[src/rtl/mux_arbiter4.sv]
// mux_arbiter4: rotating-priority 4-way arbiter with hold limit, registered one-hot grant and mux select
module mux_arbiter4 #(
   parameter int MAX_HOLD = 8
) (
   input  logic       clk,
   input  logic       reset,
   input  logic [3:0] req,
   output logic [3:0] gnt,
   output logic [1:0] sel,
   output logic       busy
);
   typedef enum logic {IDLE, OWNED} state_t;
   state_t state_q, state_d;
   logic [3:0] gnt_q, gnt_d, hold_q, hold_d, others;
   logic [1:0] sel_q, sel_d, ptr_q, ptr_d, k;
   logic [2:0] pick_all, pick_oth;
   logic busy_q, busy_d, new_g;
   // {found, index} of the first set bit of m searching p, p+1, p+2, p+3 (mod 4)
   function automatic logic [2:0] first_in(input logic [3:0] m, input logic [1:0] p);
      logic [7:0] d;
      first_in = 3'b000;
      d = {m, m} >> p;
      for (int i = 3; i >= 0; i--)
         if (d[i]) first_in = {1'b1, p + 2'(i)};
   endfunction
   always_comb begin
      others   = req & ~(4'b0001 << sel_q);
      pick_all = first_in(req, ptr_q);
      pick_oth = first_in(others, ptr_q);
      state_d  = state_q;
      gnt_d    = gnt_q;
      sel_d    = sel_q;
      ptr_d    = ptr_q;
      hold_d   = hold_q;
      busy_d   = busy_q;
      new_g    = 1'b0;
      k        = 2'd0;
      if (state_q == IDLE) begin
         new_g = pick_all[2];
         k     = pick_all[1:0];
      end else if (req[sel_q] && hold_q != 4'(MAX_HOLD - 1)) begin
         hold_d = hold_q + 4'd1;
      end else begin
         new_g = pick_oth[2];
         k     = pick_oth[1:0];
         hold_d = 4'd0;
         if (!req[sel_q] && !pick_oth[2]) begin
            state_d = IDLE;
            gnt_d   = 4'b0000;
            busy_d  = 1'b0;
         end
      end
      if (new_g) begin
         state_d = OWNED;
         gnt_d   = 4'b0001 << k;
         sel_d   = k;
         ptr_d   = k + 2'd1;
         hold_d  = 4'd0;
         busy_d  = 1'b1;
      end
   end
   always_ff @(posedge clk) begin
      if (reset) begin
         state_q <= IDLE;
         gnt_q   <= 4'b0000;
         sel_q   <= 2'd0;
         ptr_q   <= 2'd0;
         hold_q  <= 4'd0;
         busy_q  <= 1'b0;
      end else begin
         state_q <= state_d;
         gnt_q   <= gnt_d;
         sel_q   <= sel_d;
         ptr_q   <= ptr_d;
         hold_q  <= hold_d;
         busy_q  <= busy_d;
      end
   end
   assign gnt  = gnt_q;
   assign sel  = sel_q;
   assign busy = busy_q;
endmodule

[config.mk]
export PLATFORM = sky130hd
export DESIGN_NAME = mux_arbiter4
export DESIGN_NICKNAME = d
export VERILOG_FILES = /design/src/rtl/mux_arbiter4.sv
export SDC_FILE = /design/constraint.sdc
export NUM_CORES = 1
export LEC_CHECK = 0
export BUFFER_PORTS_ARGS = -buffer_cell sky130_fd_sc_hd__buf_2
export CAP_MARGIN = 40
export CORE_UTILIZATION = 38
export CTS_BUF_LIST = sky130_fd_sc_hd__clkbuf_2
export DETAILED_ROUTE_END_ITERATION = 7
export GPL_ROUTABILITY_DRIVEN = 0
export HOLD_SLACK_MARGIN = 0.06
export PLACE_DENSITY = 0.55
export SYNTH_ARGS = -nofsm -noshare
export SYNTH_HDL_FRONTEND = slang
export SYNTH_SLANG_ARGS = --single-unit
[constraint.sdc]
create_clock -name clk -period 2.2 [get_ports clk]
set_clock_uncertainty 0.15 [all_clocks]
set_input_delay 0.11 -clock clk [delete_from_list [all_inputs] [get_ports clk]]
set_output_delay 0.11 -clock clk [all_outputs]
set_load 0.005 [all_outputs]
* After elaboration in Yosys (flattened, before gate mapping)
Cells that the tools add are included.
** Cells by class
- Shift-type cells :: 4
- Bitwise logic cells :: 2
- Equal/unequal tests :: 2
- Order comparisons :: 1
- Add/subtract/negate cells :: 5
- Mux-type cells :: 27
- Reduce and logical (&&, ||, !) cells :: 8
** Operators with widths (number)
- 3-bit 2-to-1 mux :: 8
- 4-bit 2-to-1 mux :: 5
- 8-bit by 2-bit right shift with 4-bit output :: 2
- 1-bit 2-to-1 mux :: 11
- 1-bit by 2-bit left shift with 4-bit output, first input constant :: 2
- 2-bit by 1-bit adder with 2-bit output, second input constant :: 2
- 2-bit adder, second input constant :: 2
- 4-bit by 1-bit adder with 4-bit output, second input constant :: 1
- 4-bit AND :: 1
- 2-bit 2-to-1 mux :: 2
- 4-bit by 3-bit != test with 1-bit output, second input constant :: 1
- 4-bit inverter :: 1
- 2-bit nonzero test :: 2
- 2-bit by 3-bit < comparator with 1-bit output, second input constant :: 1
- 3-bit AND reduction :: 1
- 1-bit binary-select mux with 2-bit select :: 1
- 1-bit logical AND :: 2
- 1-bit logical NOT :: 2
- 2-bit != test, second input constant :: 1
- 2-bit OR reduction :: 1
** Storage, ports and cells
- Register bits :: 14
- Logic and storage cells :: 55
- Input port bits :: 6

* Depth between registers and ports, before layout
- Word-level depth :: 14
- Depth in mapped cells :: 11
- Gate-level depth less buffers :: 10

* Worst setup path after synthesis
No wires, ideal clock.
- Kind :: register -> register
- From :: reg ptr_q[1]
- To :: reg ptr_q[1]
- Setup slack :: -146 ps
- Stages on the path, launching flop included :: 11
- Arrival :: 2068 ps
- Cell sequence :: dfxtp_1 -> buf_6 -> nor4b_2 -> a311oi_1 -> o311a_1 -> o21a_1 -> or2_4 -> a21o_2 -> ha_1 -> mux2i_1 -> nor2_1
** Between the ends
- Cells in the longest elaborated chain, start to end :: 8
- Elaborated cells on any way between the ends :: 18
- Classes of those cells :: add/sub: 4; shift: 2; mux: 12
** RTL lines
- from (decl) :: RTL line 15 : logic [1:0] sel_q, sel_d, ptr_q, ptr_d, k;
- from (signal assigned) :: RTL line 74 : ptr_q <= ptr_d;
- 8-bit by 2-bit right shift with 4-bit output :: RTL line 22 : d = {m, m} >> p;
- 3-bit 2-to-1 mux (4 in series) :: RTL line 24 : if (d[i]) first_in = {1'b1, p + 2'(i)};
- 2-bit 2-to-1 mux :: RTL line 41 : end else if (req[sel_q] && hold_q != 4'(MAX_HOLD - 1)) begin
- 2-bit 2-to-1 mux * :: RTL line 38 : if (state_q == IDLE) begin
- via k[0] :: RTL line 15
- 2-bit by 1-bit adder with 2-bit output * :: RTL line 57 : ptr_d = k + 2'd1;
The timed path passes the listed nets; every way through them passes the cells marked *.
A chain may end at the register's enable or synchronous reset.

* Worst setup path after layout
- From :: reg ptr_q[0]
- To :: reg ptr_q[1]
** Between the ends
- Cells in the longest elaborated chain, start to end :: 8
- Elaborated cells on any way between the ends :: 18
- Classes of those cells :: add/sub: 4; shift: 2; mux: 12
** RTL lines (RTL line)
- 2-bit adder or 8-bit by 2-bit right shift with 4-bit output (tied branches) :: 24, 22
- 3-bit 2-to-1 mux (4 in series) :: 24
- 2-bit 2-to-1 mux :: 41
- 2-bit 2-to-1 mux * :: 38
- via k[0] :: 15
- 2-bit by 1-bit adder with 2-bit output * :: 57
Marks and branches as above.

==> results.md <==
- The area enclosed by the die boundary is about 3600 um^2.
- The worst hold path belongs to the class in -> reg.
- In the final timing run, aggregate negative setup slack is -0.674 ns.
- For this block, the routed nets add up to 3690 um of wire.
- The number of hold buffers added after CTS was 1.
- The clock latency reported for the late side of the worst-skew pair is around 0.30 ns.
- The overall power consumption is 0.00125 W.
- Setup repair after global routing could not meet its margin everywhere.
- The number of primary I/O pins is 13.
- After global routing the overflow that remains totals 0.
- The via density per instance is approximately 5.8.
- The number of input and output port buffers inserted is 12.
- The final reports fail on negative setup slack.
- The placed instances occupy a cell area of 1550 um^2.
- The global-route wire length before repair is approximately 5700 um.
- The cell family contributing the most delay on the critical path is simple AND/OR/NAND/NOR gates.
- Of the cells placed in the final design, the portion with a size suffix greater than 1 is 0.458.
- The number of antenna cells inserted is 0.
- The initial antenna violation count is 0.
- The total nets after synthesis is between 150 and 200.
- For this run, the register share of the synthesized area comes to 0.220.
- CTS built an H-tree with a depth of 1.
- The max-cap violation count is 0.
- The critical path data required time is 2.23 ns.
- After detailed routing, the average wire length per cell comes to roughly 15 um.
- Counting distinct cell types in the post-synthesis netlist gives 53.
- The critical path goes through buf_6 > or3b_4 > a21oi_4 > nor2_1 > o21a_1 > or2_4 > a21o_4 > ha_4 > mux2i_1 > nor2_1.
- For this run, the detailed router's first-pass iteration total came to 4.
- The critical path arrival is 2.43 ns.
- Once layout is done, the placed cells without fillers occupy approximately 1800 um^2.
- The slowest stage of the critical path belongs to the cell dfxtp_4.
- Counting the fill cells in the layout gives 291.
- The number of vias in the routed layout is 1422.
- Clock-pin slew was measured on the worst setup and hold paths at about 0.15 ns.
- The number of standard-cell rows in the floorplan is 20.
- The total number of yosys warnings is 0.
- In this run the cell area of the synthesized design comes to 1280 um^2.
- The number of global-route vias before repair was 1242.
- The clock sink total is 14.
- The root buffer selected by CTS is clkbuf_2.
- After synthesis, the cell types taking the most area are dfxtp_1 (22%), a21oi_1 (7.1%), buf_6 (6.2%), ha_1 (4.9%), o21ai_0 (4.3%).
- Power spread over the standard cell area amounts to between 700 and 800 nW/um^2.
- In the routed design, unresolved DRC markers number 0.
- The number of failing setup endpoints in the final timing report is 7.
- The run finished, with violations left.
- The maximum clock frequency is ~420 MHz.
- STA classifies the critical path startpoint as a register.
- Sorting the synthesized cells by how often they occur yields a21oi_1 (18), dfxtp_1 (14), o21ai_0 (11).
- Across every metal layer, demand over resource in global routing totals 0.214.
- Counting every instance in the synthesized netlist gives 154.
- Summed over all instances, the cell type with the most area after synthesis is dfxtp_1.
- Of all nets on the critical path, the largest fanout is 7.
- The largest net degree at the start of global routing is 16.
- The total count of hold-check failures in the final report is 0.
- The HPWL after detailed placement is 2510 um.
- The number of buffers on the longest clock path is 2.
- The worst stage delay on the critical path is about 0.40 ns.
- After floorplanning, the core was sized to cover 3130 um^2.
- The number of DRC markers after the initial detailed-route iteration is 68.
- The worst setup path is captured at a register.
- In this run the mean area of a mapped cell was 8.29 um^2.
- The number of pins with negative max-slew slack in the final report is 0.
- Counting flops and latches in the post-synthesis netlist gives 14.
- Counting tap cells, the placed design contains a total of between 200 and 250 instances.
- The leading register cell type out of synthesis is dfxtp_1.
- In the finished design, the share of the clock period the worst path needs comes to 1.09.
- The width of the die is ~60 um.
- The number of buffers and inverters on the critical path is 1.
- The post-synthesis async set-or-reset flop share is 0.
- Measured along the y axis, the die boundary spans around 60 um.
- The clock period minus final worst setup slack is approximately 2.4 ns.
- The area growth from synthesis to layout is 37.2%.
- Excluding fillers, the count of instances in the completed layout stands at ~250.
- Yosys mapped a number of flops with a built-in enable equal to 0.
- The actual transition at the worst max-transition pin is about 0.40 ns.
- In this design, the critical path's most frequently occurring cell is nor2_1.
- The analysis attributes to cell leakage a power of 0.728 nW.
- In this run the tightest slew margin relative to its limit is 0.733.
- The maximum VDD drop is between 0.0003 and 0.0004 V.
- The initial utilization of the core area, before any placement, comes to 0.408.
- The top-area cell type share of the netlist area is 0.220.
- The count of antenna-violating nets left after detailed routing is 0.
- The final critical-path setup slack is -0.199 ns.
- The number of buffers created by CTS is 3.
- Among all cell types in the netlist, the one instantiated most often is a21oi_1.
- The type of the worst setup path is reg -> reg.
- At the placement stage, the worst setup path has a slack of -0.327 ns.
- In the final design database the tool counted ~210 nets.
- The TritonCTS clock tree is yes.
[placed cells by master (no fill, tap or decap), drive strengths merged, types with 2 or more instances in the layout]
cell type and instances:
a211oi 4, a21oi 18, and2 3, buf 55
clkbuf 4, dfxtp 14, ha 5, inv 6
mux2i 2, nand2 10, nand2b 2, nand3 3
nand3b 7, nor2 11, nor2b 5, nor3 4
nor4 3, o21a 2, o21ai 11, o221ai 3
o22ai 2, o2bb2ai 2, xor2 2
[kinds of logic after synthesis]
family	synth area share
compound gates	0.305
xor+xnor	0.0137
fa+ha+maj	0.0490
buf+inv	0.111
flops	0.220
mux	0.0422
simple gates	0.260
[worst register-to-register path: stages, from the launching register on]
cell and delay, ns:
dfxtp_4 0.40, buf_6 0.12, or3b_4 0.40, a21oi_4 0.14
nor2_1 0.05, o21a_1 0.18, or2_4 0.25, a21o_4 0.21
ha_4 0.20, mux2i_1 0.12, nor2_1 0.05
[worst paths after layout]
check                  end  slack [ns]  cells after the start  startpoint
hold / removal        busy        0.02                      2       reset
setup / recovery  ptr_q[1]       -0.20                     10    ptr_q[0]
hold reg to reg     gnt[3]        0.35                      2      gnt[3]
setup reg to reg  ptr_q[1]       -0.20                     10    ptr_q[0]
[stage by stage]
| stage | hold WS [ns] | util |
|---|---|---|
| global placement | 0.322 | 0.496 |
| global route | 0.0198 | 0.560 |
| CTS | 0.0178 | 0.536 |
| finish | 0.0160 | 0.560 |
| floorplan | 0.0243 | - |
| detailed placement | 0.327 | 0.496 |
[layer usage]
layer | global-route usage | vias to the layer above | part of all wire
met2 | 0.367 | 60 | 0.48
met3 | 0.0498 | 4 | 0.068
met1 | 0.267 | 693 | 0.44
met5 | 0 | - | 0
met4 | 0.0598 | 0 | 0.0098
li1 | - | 665 | -
[power by group]
part           internal [W]  total [W]  switching [W]
Sequential         0.000288   0.000338      0.0000502
Clock             0.0000395   0.000128      0.0000889
Combinational      0.000422   0.000788       0.000366
[sequential cells by signal (all words and copies together), names as in the netlist]
name     flops
busy         1
gnt          4
hold_q       4
ptr_q        2
sel          2
state_q      1
[cell type report]
class,count,area (um^2),share of cell area
Clock inverter,1,3.75,0.00214
Inverter,6,22.5,0.0129
Multi-Input combinational cell,120,953,0.545
Tap cell,44,55.1,0.0315
Sequential cell,14,289,0.165
Clock buffer,3,15.0,0.00858
Timing Repair Buffer,57,412,0.235
[what timing repair did]
item                                   CTS  global route
endpoints found under the hold margin   10             8
gates resized for setup                 21            10
setup buffers                            5             5
pin swaps                                9             7
setup endpoints to repair               12            11
Power figures use the tool's default switching activity.
